[config.mk]
export PLATFORM = sky130hd
export DESIGN_NAME = auction_seq_flat
export DESIGN_NICKNAME = d
export VERILOG_FILES = /design/src/rtl/auction_seq_if.sv /design/src/rtl/auction_seq.sv /design/src/flat_wrapper.sv
export SDC_FILE = /design/constraint.sdc
export NUM_CORES = 1
export LEC_CHECK = 0
export CAP_MARGIN = 25
export CORE_ASPECT_RATIO = 0.8
export CORE_MARGIN = 2
export CORE_UTILIZATION = 51
export CTS_CLUSTER_DIAMETER = 200
export DETAILED_ROUTE_END_ITERATION = 8
export GPL_ROUTABILITY_DRIVEN = 0
export HOLD_SLACK_MARGIN = 0.12
export PLACE_DENSITY = 0.88
export SLEW_MARGIN = 20
export SYNTH_ARGS = -nofsm -noshare
export SYNTH_HDL_FRONTEND = slang
export SYNTH_SLANG_ARGS = --single-unit
[constraint.sdc]
create_clock -name clk -period 2.6 [get_ports clk]
set_input_delay 0.52 -clock clk [delete_from_list [all_inputs] [get_ports clk]]
set_output_delay 0.52 -clock clk [all_outputs]
set_load 0.01 [all_outputs]
[src/rtl/auction_seq_if.sv]
// Bid stream and result bus of the sequential auction engine.
// The master side starts auctions and supplies bids; the slave side is the engine.
interface auction_seq_if #(
    parameter int N = 2,
    parameter int W = 16
);
    logic         start;
    logic         mode;
    logic         bid_valid;
    logic         bid_ready;
    logic [W-1:0] bid;
    logic         busy;
    logic         done;
    logic [N-1:0] winner;
    logic [W-1:0] winning_bid;
    logic [W-1:0] price;

    modport master (
        output start, mode, bid_valid, bid,
        input  bid_ready, busy, done, winner, winning_bid, price
    );

    modport slave (
        input  start, mode, bid_valid, bid,
        output bid_ready, busy, done, winner, winning_bid, price
    );
endinterface

[src/rtl/auction_seq.sv]
// Streaming sealed-bid auction: collects 2**N bids and tracks best, second and winner.
// Reports the clearing price as first-price (best) or Vickrey (second) per the latched mode.
//
//  state   | meaning
//  IDLE    | after reset, waiting for start
//  COLLECT | accepting one bid per cycle until 2**N have arrived
//  DONE    | result valid; done pulses in the first cycle; start relaunches
module auction_seq #(
    parameter int N = 2,
    parameter int W = 16
) (
    input logic        clk,
    input logic        rst,
    auction_seq_if.slave bus
);
    typedef enum logic [1:0] {
        IDLE    = 2'd0,
        COLLECT = 2'd1,
        DONE    = 2'd2
    } state_t;

    localparam logic [N:0] LAST_IDX = (N+1)'((2 ** N) - 1);

    state_t       state, state_nx;
    logic         launch, accept, last_bid;
    logic [W-1:0] best, second, best_nx, second_nx;
    logic [N-1:0] win_idx, win_idx_nx;
    logic [N:0]   idx;
    logic         mode_q, done_q;
    logic [N-1:0] winner_q;
    logic [W-1:0] winning_bid_q, price_q;

    always_ff @(posedge clk or posedge rst) begin
        if (rst) state <= IDLE;
        else     state <= state_nx;
    end

    always_comb begin
        state_nx      = state;
        launch        = 1'b0;
        accept        = 1'b0;
        last_bid      = 1'b0;
        bus.bid_ready = 1'b0;
        bus.busy      = 1'b0;
        case (state)
            IDLE, DONE: begin
                if (bus.start) begin
                    launch   = 1'b1;
                    state_nx = COLLECT;
                end
            end
            COLLECT: begin
                bus.bid_ready = 1'b1;
                bus.busy      = 1'b1;
                accept        = bus.bid_valid;
                if (accept && (idx == LAST_IDX)) begin
                    last_bid = 1'b1;
                    state_nx = DONE;
                end
            end
            default: state_nx = IDLE;
        endcase
    end

    // Strict greater-than keeps the earlier bidder on a tie and pushes the tie into second.
    always_comb begin
        best_nx    = best;
        second_nx  = second;
        win_idx_nx = win_idx;
        if (bus.bid > best) begin
            second_nx  = best;
            best_nx    = bus.bid;
            win_idx_nx = idx[N-1:0];
        end else if (bus.bid > second) begin
            second_nx = bus.bid;
        end
    end

    always_ff @(posedge clk or posedge rst) begin
        if (rst) begin
            best          <= '0;
            second        <= '0;
            win_idx       <= '0;
            idx           <= '0;
            mode_q        <= 1'b0;
            done_q        <= 1'b0;
            winner_q      <= '0;
            winning_bid_q <= '0;
            price_q       <= '0;
        end else begin
            done_q <= 1'b0;
            if (launch) begin
                best    <= '0;
                second  <= '0;
                win_idx <= '0;
                idx     <= '0;
                mode_q  <= bus.mode;
            end else if (accept) begin
                best    <= best_nx;
                second  <= second_nx;
                win_idx <= win_idx_nx;
                idx     <= idx + (N+1)'(1);
                // Result is taken from the post-update values so the last bid counts.
                if (last_bid) begin
                    winner_q      <= win_idx_nx;
                    winning_bid_q <= best_nx;
                    price_q       <= mode_q ? second_nx : best_nx;
                    done_q        <= 1'b1;
                end
            end
        end
    end

    assign bus.done        = done_q;
    assign bus.winner      = winner_q;
    assign bus.winning_bid = winning_bid_q;
    assign bus.price       = price_q;
endmodule
[src/flat_wrapper.sv]
// flat-port wrapper written by rule: the top's interface ports become plain ports
module auction_seq_flat 
#(
    parameter int N = 2,
    parameter int W = 16
)
  (clk, rst, bus_start, bus_mode, bus_bid_valid, bus_bid, bus_bid_ready, bus_busy, bus_done, bus_winner, bus_winning_bid, bus_price);
  auction_seq_if #(.N(N), .W(W)) bus_i ();
  input logic clk;
  input logic rst;
  input wire logic [$bits(bus_i.start)-1:0] bus_start;
  input wire logic [$bits(bus_i.mode)-1:0] bus_mode;
  input wire logic [$bits(bus_i.bid_valid)-1:0] bus_bid_valid;
  input wire logic [$bits(bus_i.bid)-1:0] bus_bid;
  output wire logic [$bits(bus_i.bid_ready)-1:0] bus_bid_ready;
  output wire logic [$bits(bus_i.busy)-1:0] bus_busy;
  output wire logic [$bits(bus_i.done)-1:0] bus_done;
  output wire logic [$bits(bus_i.winner)-1:0] bus_winner;
  output wire logic [$bits(bus_i.winning_bid)-1:0] bus_winning_bid;
  output wire logic [$bits(bus_i.price)-1:0] bus_price;
  assign bus_i.start = bus_start;
  assign bus_i.mode = bus_mode;
  assign bus_i.bid_valid = bus_bid_valid;
  assign bus_i.bid = bus_bid;
  assign bus_bid_ready = bus_i.bid_ready;
  assign bus_busy = bus_i.busy;
  assign bus_done = bus_i.done;
  assign bus_winner = bus_i.winner;
  assign bus_winning_bid = bus_i.winning_bid;
  assign bus_price = bus_i.price;
  auction_seq #(.N(N), .W(W)) u_core (.clk(clk), .rst(rst), .bus(bus_i));
endmodule
## Word level (Yosys, flattened, before mapping)

Cells that the tools add are included.

| word-level totals | value |
|---|---|
| bits in registers | 75 |
| bits in latches | 0 |
| memory bits (writable) | 0 |
| memory bits (read-only) | 0 |
| bits of input ports | 21 |
| output and inout port bits | 37 |
| word-level logic and storage cells | 50 |
| memories | 0 |

| operators by class | value |
|---|---|
| add/sub/neg operators | 1 |
| multipliers | 0 |
| div/mod/pow operators | 0 |
| $lt $le $gt $ge | 2 |
| equality and inequality tests | 5 |
| shift operators | 0 |
| mux-type cells | 25 |
| bitwise operators | 1 |
| reductions and logical operators | 6 |

Operator list:

| operator | number |
|---|---|
| $mux W16 | 8 |
| $gt A16 B16 Y1 | 2 |
| $mux W2 | 5 |
| $mux W1 | 9 |
| $mux W3 | 2 |
| $pmux W2 S2 | 1 |
| $add A3 B1 Y3 const B | 1 |
| $eq A3 B2 Y1 const B | 1 |
| $reduce_and A3 Y1 | 1 |
| $eq A2 B1 Y1 const B | 1 |
| $eq A2 B2 Y1 const B | 1 |
| $logic_not A2 Y1 | 1 |
| $ne A2 B1 Y1 const B | 1 |
| $ne A2 B2 Y1 const B | 1 |
| $reduce_and A2 Y1 | 1 |
| $reduce_bool A2 Y1 | 1 |
| $reduce_or A2 Y1 | 1 |
| $logic_and A1 B1 Y1 | 1 |
| $not A1 Y1 | 1 |

## Logic depth before layout (Yosys ltp)

Gate-level depths: netlist (run 1).

| logic depth | value |
|---|---|
| depth in word-level cells | 7 |
| mapped depth | 10 |
| mapped depth without buffers | 8 |

## Least setup slack after synthesis (run 1)

Ideal clock, no wire load.

| path | value |
|---|---|
| path type | in2reg |
| start | in bus_bid[7] |
| end | reg u_core.price_q[10], in the netlist u_core.bus.price[10] |
| library setup time | 0.145 ns |
| arrival time | 2.366 ns |
| required time | 2.455 ns |
| path slack | 0.089 ns |
| stages on the path | 8 |
| path buffers | 1 |
| path through | ha_1 -> a211o_1 -> a31oi_2 -> a2bb2oi_2 -> buf_4 -> a31oi_1 -> o311ai_0 -> o211ai_1 |

| on the way | value |
|---|---|
| word-level cells in the longest chain between the ends | 4 |
| elaborated cells on any way between the ends | 6 |
| classes of those cells | 2 x order compare; 4 x mux |

RTL lines:

| item | line | RTL |
|---|---|---|
| start, declared | flat_wrapper.sv:14 | `input wire logic [$bits(bus_i.bid)-1:0] bus_bid;` |
| $gt A16 B16 Y1 | auction_seq.sv:74 | `end else if (bus.bid > second) begin` |
| $mux W16 | auction_seq.sv:74 |  |
| $mux W16 | auction_seq.sv:70 | `if (bus.bid > best) begin` |
| $mux W16 (*) | auction_seq.sv:107 | `price_q <= mode_q ? second_nx : best_nx;` |
| end signal, assigned | auction_seq.sv:107 |  |
| end, declared | auction_seq.sv:31 | `logic [W-1:0] winning_bid_q, price_q;` |

Mark *: on every way between the ends. The rest lies on a longest branch, timed or not.
A chain may end at the register's enable or synchronous reset.

## Final worst setup path (run 1)

| path | value |
|---|---|
| start | reg u_core.best[1] |
| end | reg u_core.second[1] |

| on the way | value |
|---|---|
| word-level cells in the longest chain between the ends | 4 |

RTL lines:

| item | line | RTL |
|---|---|---|
| start, declared | auction_seq.sv:26 | `logic [W-1:0] best, second, best_nx, second_nx;` |
| start signal, assigned | auction_seq.sv:99 | `best <= best_nx;` |
| $gt A16 B16 Y1 | auction_seq.sv:70 |  |
| $mux W16 (*) | auction_seq.sv:70 |  |
| $mux W16 (*) | auction_seq.sv:98 | `end else if (accept) begin` |
| $mux W16 (*) | auction_seq.sv:92 | `if (launch) begin` |
| end signal, assigned | auction_seq.sv:100 | `second <= second_nx;` |
| end, declared | auction_seq.sv:26 |  |

Mark *: on every way between the ends. The rest lies on a longest branch, timed or not. The select of a mux whose other input is x is not followed.

==> results.cfg, run 1 <==
[status]
status = finished, violations left
violations = negative setup slack

[pwr]
switching_power_w = 0.004146
p_leak_nw = 3.162
internal-power_w = 0.005268
powerDensity_nw_per_um2 = 1259
p_clk_frac = 0.134
vdd_drop_max_mv = 0.7040
pwr-share-comb = 0.644
switching_share = 0.4404
p_seq_frac = 0.221

[detailed_routing]
wirelength_mm = 21.64
postRouteAntennaNets = 0
drcViolationCount = 0
vias_per_cell = 7.369
first_iter_violations = 826
wl_per_cell_um = 27.05
drtPass1Iterations = 9
vias = 5895

[critical_path]
r2r_slack_ns = -0.26
crit_required_ns = 2.87
critPathCapture = u_core.second[1]
arrival_ns = 3.13
end_kind = flip-flop
r2r_cells = 9
r2r-start = u_core.best[1]
r2r-end = u_core.second[1]
critical_path_class = flip-flop to flip-flop
start_kind = flip-flop
cp_max_fo = 18
startpoint = u_core.best[1]

[min_path]
min-delay-path-class = flip-flop to flip-flop

[grt]
grt_pass1_vias = 5716
grt_pass1_wl_mm = 29.34
track_usage = 0.3647
grt_max_degree = 76
globalRouteOverflowTotal = 0
antenna_found_initial = 0

[logic_synthesis]
synth_cells = 538
synthArstFlopShare = 1.000
netlist-cell-type-count = 50
synth_seq_cells = 75
syn_area_um2 = 4888
syn_nets = 593
synth_ff_type = dfrtp_1
synth_edf_count = 0
synthTopCellsByArea = dfrtp_1, ha_1, nand2_1
synth_top_area_frac = 0.3839
yosysWarnings = 0
avgSynthCellArea_um2 = 9.086
yosysMostFrequentCell = dfrtp_1
yosysSeqAreaShare = 0.3839
synth_top_cell_by_area = dfrtp_1
synthTopCellsByCount = dfrtp_1, nand2_1, inv_1

[place]
dp.final_hpwl_mm = 10.29
io_buffers = 57
placed_area_um2 = 6056
pre_cts_ws_ns = -0.6698

[clocking]
cts_root_buf = clkbuf_16
cts_tree = yes
cts_buffers = 9
htreeDepth = 3
path_clk_slew_ns = 0.06
cts_max_path_buffers = 2
cts_sinks = 75
clock_latency_ns = 0.35

[floorplanning]
die_w_um = 113.5
num_rows = 31
dieArea_um2 = 10390
core_region_area_um2 = 9193
die-height_um = 91.57
initial_core_util = 0.5318
ios = 58

[final_layout]
area_growth_pct = 53.01
fill_cells = 496
nNetsFinal = 735
drive_gt1_frac = 0.3314
final_area_um2 = 7480
diodes = 0

[timing]
drv_slew = 0
grt_setup_unrepaired = true
fin_crit_sh = 1.099
fin_worst_skew_ns = 0.008274
max_freq_ghz = 0.3500
setup_viol = 65
fin_hold_ws_ns = 0.4843
finalCriticalPeriod_ns = 2.858
hold_violations = 0
fin_setup_tns_ns = -8.351
post-route-worst-setup-slack_ns = -0.2575
worst_pin_slew_ns = 0.7595
slew_headroom = 0.4872

[job]
maxCapViolations = 0
stage by stage:
step	total power, W	utilization	std cells
final	0.009415	0.8137	800
after detailed placement	0.006027	0.6588	744
after floorplan	0.004303	-	538
after global routing	0.009707	0.8137	800
after CTS	0.007973	0.7440	777
after global placement	0.005772	0.6588	744
placed cells by master (no fill, tap or decap), types with 12 or more instances in the layout:
cell / instances
inv_1: 31
nand2_1: 65
ha_1: 19
dfrtp_1: 75
nand3_1: 30
o31ai_1: 12
o211ai_1: 33
ha_4: 14
o21ai_1: 32
dlygate4sd2_1: 13
o311ai_1: 14
buf_4: 94
o32ai_2: 13
o21ai_0: 20
clkdlybuf4s50_1: 41
worst max-delay path, cell delays in order, from the launching register on:
cell and delay (ns):
dfrtp_1 0.42, inv_2 0.08, ha_4 0.25, nor2b_4 0.12, o211ai_1 0.42, a21oi_4 0.15, buf_6 0.22, o311ai_0 0.70
o31ai_1 0.23, o21ai_1 0.18
cells by family after synthesis:
logic type | share of synthesized area
DFF | 0.3839
and+or+nand+nor | 0.1272
adders and majority gates | 0.08702
AOI/OAI and AO/OA | 0.2882
muxes | 0.03916
buffers and inverters | 0.07269
xor gates and xnor gates | 0.001792
per-layer routing:
| layer | vias to the layer above | share of wire | GRT usage |
|---|---|---|---|
| li1 | 2342 | - | - |
| met5 | - | 0 | 0 |
| met1 | 2758 | 0.34 | 0.4304 |
| met2 | 600 | 0.45 | 0.5694 |
| met3 | 195 | 0.13 | 0.1108 |
| met4 | 0 | 0.076 | 0.2500 |
how the worst min path moves through the flow:
stage,from,to,slack [ns],cells past startpoint
floorplan,u_core.state[1],u_core.state[1],0.45,2
global placement,u_core.state[1],u_core.state[1],0.46,2
detailed placement,u_core.state[1],u_core.state[1],0.47,2
CTS,u_core.bus.winning_bid[10],u_core.bus.winning_bid[10],0.48,2
global route,u_core.bus.winning_bid[15],u_core.bus.winning_bid[15],0.53,2
finish,u_core.bus.winning_bid[13],u_core.bus.winning_bid[13],0.48,2
sequential cells by signal, indices dropped and copies added (netlist names):
name and cells:
u_core.best 16, u_core.bus.winner 2, u_core.bus.winning_bid 16, u_core.second 16, u_core.bus.done 1, u_core.state 2
u_core.mode_q 1, u_core.win_idx 2, u_core.idx 3, u_core.bus.price 16
timing repair:
| item | in CTS | in global routing |
|---|---|---|
| gates resized for setup | 83 | 97 |
| cloned | 2 | 1 |
| setup buffers | 15 | 23 |
| pin swaps | 34 | 26 |
| hold buffers | 0 | 0 |
| endpoints found under the setup margin | 68 | 67 |
area by class of cell:
type / count / area (µm²) / share of cell area
multi-input combinational: 382 / 3388 / 0.4530
sequential: 75 / 1877 / 0.2509
timing repair buffer: 176 / 1647 / 0.2201
clock buffer: 14 / 254.0 / 0.03396
tap: 115 / 143.9 / 0.01924
inverter: 36 / 135.1 / 0.01807
clock inverter: 2 / 35.03 / 0.004684
power by group through the flow:
stage          Combinational [W]  Sequential [W]  Clock, W
6_report                 0.00606         0.00209   0.00126
5_1_grt                  0.00628         0.00212   0.00131
4_1_cts                  0.00471         0.00201   0.00125
3_5_place_dp             0.00403         0.00200         0
3_3_place_gp             0.00380         0.00198         0
2_1_floorplan            0.00226         0.00204         0
No activity file was read; power rests on OpenSTA's default activity.
==> inputs of run 2 (changes only) <==
--- a/config.mk
+++ b/config.mk
@@ -6,15 +6,17 @@
 export NUM_CORES = 1
 export LEC_CHECK = 0
 export CAP_MARGIN = 25
+export CELL_PAD_IN_SITES_DETAIL_PLACEMENT = 1
+export CELL_PAD_IN_SITES_GLOBAL_PLACEMENT = 1
 export CORE_ASPECT_RATIO = 0.8
 export CORE_MARGIN = 2
-export CORE_UTILIZATION = 51
+export CORE_UTILIZATION = 39
 export CTS_CLUSTER_DIAMETER = 200
 export DETAILED_ROUTE_END_ITERATION = 8
 export GPL_ROUTABILITY_DRIVEN = 0
 export HOLD_SLACK_MARGIN = 0.12
 export PLACE_DENSITY = 0.88
-export SLEW_MARGIN = 20
+export SLEW_MARGIN = 10
 export SYNTH_ARGS = -nofsm -noshare
 export SYNTH_HDL_FRONTEND = slang
 export SYNTH_SLANG_ARGS = --single-unit
==> run 2 against run 1 <==
  * The flow still finishes with violations (negative setup slack)
  * Combinational power rose by 5.4%
  * First-iteration DRC count is 42% lower
  * Fmax is 2.4% lower
  * Final cell count rose by 8.4%
  * Via count decreased by 3.0%
  * Final area rose by 4.0%
  * Critical path depth up 2
  * Non-clock buffer count up 12
  * Clock skew is 0.0032 ns lower
  * Sequential share of layout area fell by 0.94 points
  * Largest cell class unchanged
==> results.cfg, run 2 (synthesized netlist as in run 1, its figures left out) <==
[timing]
fin_worst_skew_ns = 0.005043
post-route-worst-setup-slack_ns = -0.3267
drv_slew = 0
slew_headroom = 0.5721
worst_pin_slew_ns = 0.6318
max_freq_ghz = 0.3417
fin_hold_ws_ns = 0.4953
hold_violations = 0
fin_crit_sh = 1.126
finalCriticalPeriod_ns = 2.927
grt_setup_unrepaired = true
setup_viol = 68

[min_path]
worstHoldStart = u_core.bus.winning_bid[15]
hold_path_depth = 2
min-delay-path-class = flip-flop to flip-flop

[floorplanning]
initial_core_util = 0.4005
dieArea_um2 = 13450
core_region_area_um2 = 12210
die_w_um = 129.2
die-height_um = 104.1
num_rows = 36
ios = 58

[critical_path]
start_kind = flip-flop
end_kind = flip-flop
r2r-start = u_core.best[10]
cp_cell_sequence = inv_1 > ha_4 > nand4_1 > buf_4 > or3_4 > a21oi_4 > o31a_4 > buf_12 > buf_16 > mux2i_4 > o211ai_1
critical_path_class = flip-flop to flip-flop
critPathMaxStageDelay_ns = 0.38
arrival_ns = 3.13
cp.buffers_inverters = 4
crit_cells = 11
cp_max_fo = 7
crit_slowest_cell = dfrtp_1
critPathTopFamily = simple AND/OR/NAND/NOR gates
crit_required_ns = 2.80
r2r_cells = 11
startpoint = u_core.best[10]

[job]
maxCapViolations = 0

[final_layout]
diodes = 0
nNetsFinal = 747
fill_cells = 1267
drive_gt1_frac = 0.3750
final_cell_mix = buf_4, dfrtp_1, nand2_1
area_growth_pct = 59.10
fin_cells = 867
layout_commonest_cell = buf_4
final_core_util = 0.6371

[grt]
antenna_found_initial = 0
grt_max_degree = 76
track_usage = 0.3192
globalRouteOverflowTotal = 0
grt_pass1_vias = 5995
grt_pass1_wl_mm = 33.00

[place]
dp.final_hpwl_mm = 12.36
io_buffers = 57
dp_cells = 803
pre_cts_ws_ns = -0.7756

[clocking]
cts_sinks = 75
htreeDepth = 3
cts_max_path_buffers = 2
cts_hold_buf = 0
clock_latency_ns = 0.35
cts_root_buf = clkbuf_16
cts_buffers = 9
cts_tree = yes
path_clk_slew_ns = 0.06

[detailed_routing]
postRouteAntennaNets = 0
vias_per_cell = 6.594
wirelength_mm = 24.57
drtPass1Iterations = 5
wl_per_cell_um = 28.34
vias = 5717
first_iter_violations = 480
drcViolationCount = 0

[pwr]
powerDensity_nw_per_um2 = 1266
vdd_drop_max_mv = 0.6936
p_leak_nw = 3.217
power_w = 0.009845

[status]
violations = negative setup slack
status = finished, violations left
==> run 2: cell count changes in the layout (fill, tap and decap cells not counted), sizes merged <==
cell / previous run / this run
dlygate4sd2: 13 / 11
bufinv: 1 / 2
buf: 119 / 130
clkinv: 1 / 0
clkdlybuf4s15: 2 / 4
==> run 2: tightest hold or removal path, stage by stage (launching register included) <==
cell and delay [ns]:
dfrtp_1 0.34, nand2_1 0.05, o21ai_0 0.07
==> run 2: path summary, 6_finish.rpt <==
| kind | endpoint | slack (ns) |
|---|---|---|
| max | u_core.bus.price[5] | -0.33 |
| min | u_core.bus.winning_bid[15] | 0.50 |
| max reg2reg | u_core.bus.price[5] | -0.33 |
| min reg2reg | u_core.bus.winning_bid[15] | 0.50 |
| max in group asynchronous | u_core.bus.price[3] | 1.67 |
| min in group asynchronous | u_core.bus.price[12] | 0.59 |
==> run 2: metrics by stage <==
step	instance area (µm²)	setup TNS, ns
3_3_place_gp	6126	-30.68
2_1_floorplan	4888	0
4_1_cts	7119	0
5_1_grt	7777	-14.34
3_5_place_dp	6126	-38.26
6_report	7777	-12.14
==> run 2: cell type report <==
class	instances	area, µm²	area share
multi-input combinational	382	3552	0.4567
sequential	75	1878	0.2415
timing repair buffer	188	1688	0.2170
clock buffer	13	250.2	0.03218
tap	171	214.0	0.02751
inverter	36	135.1	0.01737
clock inverter	2	60.06	0.007722
==> run 2: power breakdown <==
group          internal (W)  leakage (nW)  total, W  switching [W]
clock              0.000863         0.150   0.00136       0.000498
combinational       0.00293          2.10   0.00639        0.00346
sequential          0.00166         0.963   0.00209       0.000430
total               0.00546          3.22   0.00984        0.00439
==> run 2: routing by layer <==
metal | routed length [µm] | track usage
met5 | 0 | 0
met4 | 1667 | 0.1933
met3 | 1664 | 0.06636
met2 | 11860 | 0.5263
met1 | 9373 | 0.3792
==> run 2: what timing repair did <==
action,in CTS,in global routing
buffers inserted,24,22
pin swaps,32,41
setup endpoints to repair,68,61
gates cloned,4,0
resized for setup,99,113
==> patch, RTL diff (settings of run 2) <==
The 3 states of `state_t` get a one-hot encoding in 3 bits.
--- a/src/rtl/auction_seq.sv
+++ b/src/rtl/auction_seq.sv
@@ -15,6 +15,6 @@
 );
-    typedef enum logic [1:0] {
-        IDLE    = 2'd0,
-        COLLECT = 2'd1,
-        DONE    = 2'd2
+    typedef enum logic [2:0] {
+        IDLE    = 3'b001,
+        COLLECT = 3'b010,
+        DONE    = 3'b100
     } state_t;
Function: no difference found for any inputs over 4 cycles, from zero or initial values and one cycle with rst high; so few cycles prove little.
==> patch against run 2 <==
  * Global-route usage shrank 5.4 points
  * The run still ends with setup timing left
  * Sequential cell count grew 1
  * Area after synthesis shrank 9.2%
  * Worst setup slack gained 0.18 ns
  * Wire length shrank 27%
  * Worst hold slack lost 0.012 ns
  * Critical path type unchanged
  * Utilization shrank 5.7 points
  * Cell area shrank 18%
  * Cell count shrank 17%
Power is not compared: it rests on default switching activity, and its combinational part moved more than twofold at a synthesized area within 25%.
==> patch: results (changes against run 2) <==
largest net degree at the start of global routing 77 (+1.3%); Clk Tree Root Cell clkbuf_16; TritonCTS Buffers 9 (unchanged); clock-pin slew on the worst setup and hold paths 0.06 ns (about the same); routed len/inst 24.87 µm (-12%); Tot GR Track Use 0.2649 (-0.05433); Port-buffer cells 57 (unchanged); final net count 629 (-16%); synth unique cells 45 (-10%); Setup Viol. Count Final 35 (-49%); initial antenna violation count 0 (unchanged); layout cells sized above 1 0.2556 (-0.1194); vias in the first global route 4594 (-23%); Placement Setup Slack -0.6499 ns (+0.1258 ns); syn_nets 510 (-14%); CTS Buffer Depth 2 (unchanged); failing checks setup timing; Fin Setup TNS -1.962 ns (+10.18 ns); sequential share of the synthesized area 0.4288 (+0.04489); status finished, violations left; Worst-Skew Late Latency 0.35 ns (about the same); Post-synth top cells dfrtp_1, nand2_1, o21ai_0; drt pass-1 iters 4 (-1); top post-synthesis cells by area dfrtp_1, ha_1, mux2i_1, o21ai_0, a22o_1; # diodes 0 (unchanged); Slew HR 0.7208 (+0.1487); CP Max Fanout 5 (-2); critical path's largest stage delay 0.42 ns (+0.04 ns); min-delay worst type reg2reg; slowest CP cell dfrtp_1; top_reg_cell synth dfrtp_1; leakage 2.908 nW; Vias 4360 (-24%); Final WS setup -0.1426 ns (+0.1842 ns); Worst Clk Skew 0.008161 ns (+0.003118 ns); FFs w/ async S/R, synth 1.000 (unchanged); global-route wire length before repair 24.51 mm (-26%); post-synth top area share 0.4229 (+0.03897); HPWL after DPL 9.974 mm (-19%); Iter 0 DRT Violations 368 (-23%); yosys warns 0 (unchanged); Max VDD drop about 510 µV; htree depth 3 (unchanged)
==> patch: cell types whose count changed in the layout (fill, tap and decap cells not counted), sizes merged, moves of 13 or more <==
cell,change
buf,-52
o311ai,-30
a21oi,+20
o31ai,-15
o211ai,-30
nand3,-28
mux2i,+15
o221ai,+13
a31oi,-14
nand2,-20
o32ai,-16
a22o,+20
==> patch: final cells by class <==
cell class / instances / area [µm²]
fillers: 1197 / 4607
multi-input cells: 318 / 2591
flip-flops and latches: 76 / 1908
repair buffers: 135 / 1210
clock buffers: 12 / 256.5
well taps: 144 / 180.2
inverters: 34 / 127.6
clock inverters: 4 / 95.09
==> patch: per-layer routing <==
| metal | share of wire | up-vias | track usage |
|---|---|---|---|
| li1 | - | 1876 | - |
| met1 | 0.39 | 2234 | 0.3234 |
| met2 | 0.52 | 197 | 0.4573 |
| met3 | 0.055 | 53 | 0.04759 |
| met4 | 0.038 | 0 | 0.1136 |
| met5 | 0 | - | 0 |
==> patch: path summary, 6_finish.rpt <==
path,endpoint,cells past startpoint,from,slack (ns)
min,u_core.bus.winner[1],2,u_core.bus.winner[1],0.48
max in group asynchronous,u_core.state[0],3,rst,1.63
max reg2reg,u_core.bus.price[0],12,u_core.second[13],-0.14
min in group asynchronous,u_core.second[4],3,rst,0.60
max,u_core.bus.price[0],12,u_core.second[13],-0.14
min reg2reg,u_core.bus.winner[1],2,u_core.bus.winner[1],0.48
==> patch: power breakdown <==
group          internal, mW  switching [mW]
Sequential             1.40           0.264
Combinational          1.36            1.58
Clock                 0.989           0.506
Total                  3.75            2.36
==> patch: critical path, delay by kind of cell (launching register included) <==
family / cells / cell delay [ns]
buf+inv: 4 / 0.61
mux: 1 / 0.19
flops: 1 / 0.42
simple gates: 1 / 0.12
compound gates: 5 / 1.05
fa+ha+maj: 1 / 0.27
==> patch: repair_timing <==
action / CTS / global route
cloned: 0 / 0
setup buffers: 5 / 12
setup endpoints to repair: 68 / 67
resized for setup: 44 / 50
pin swaps: 15 / 10
==> patch: cell families (layout without fill, tap and decap cells) <==
| family | after synthesis | after routing | synth area share |
|---|---|---|---|
| mux | 35 | 35 | 0.07950 |
| simple gates | 95 | 95 | 0.1021 |
| xor+xnor | 2 | 2 | 0.005640 |
| compound gates | 152 | 152 | 0.2278 |
| flops | 76 | 76 | 0.4288 |
| fa+ha+maj | 34 | 34 | 0.09586 |
| buf+inv | 61 | 185 | 0.06033 |
==> patch: metrics by stage <==
step           hold slack (ns)  instances  instance area (µm²)
2_1_floorplan           0.4498        455                 4438
3_3_place_gp            0.4626        690                 5532
3_5_place_dp            0.4738        690                 5532
4_1_cts                 0.4868        711                 6068
5_1_grt                 0.5170        723                 6369
6_report                0.4833        723                 6369
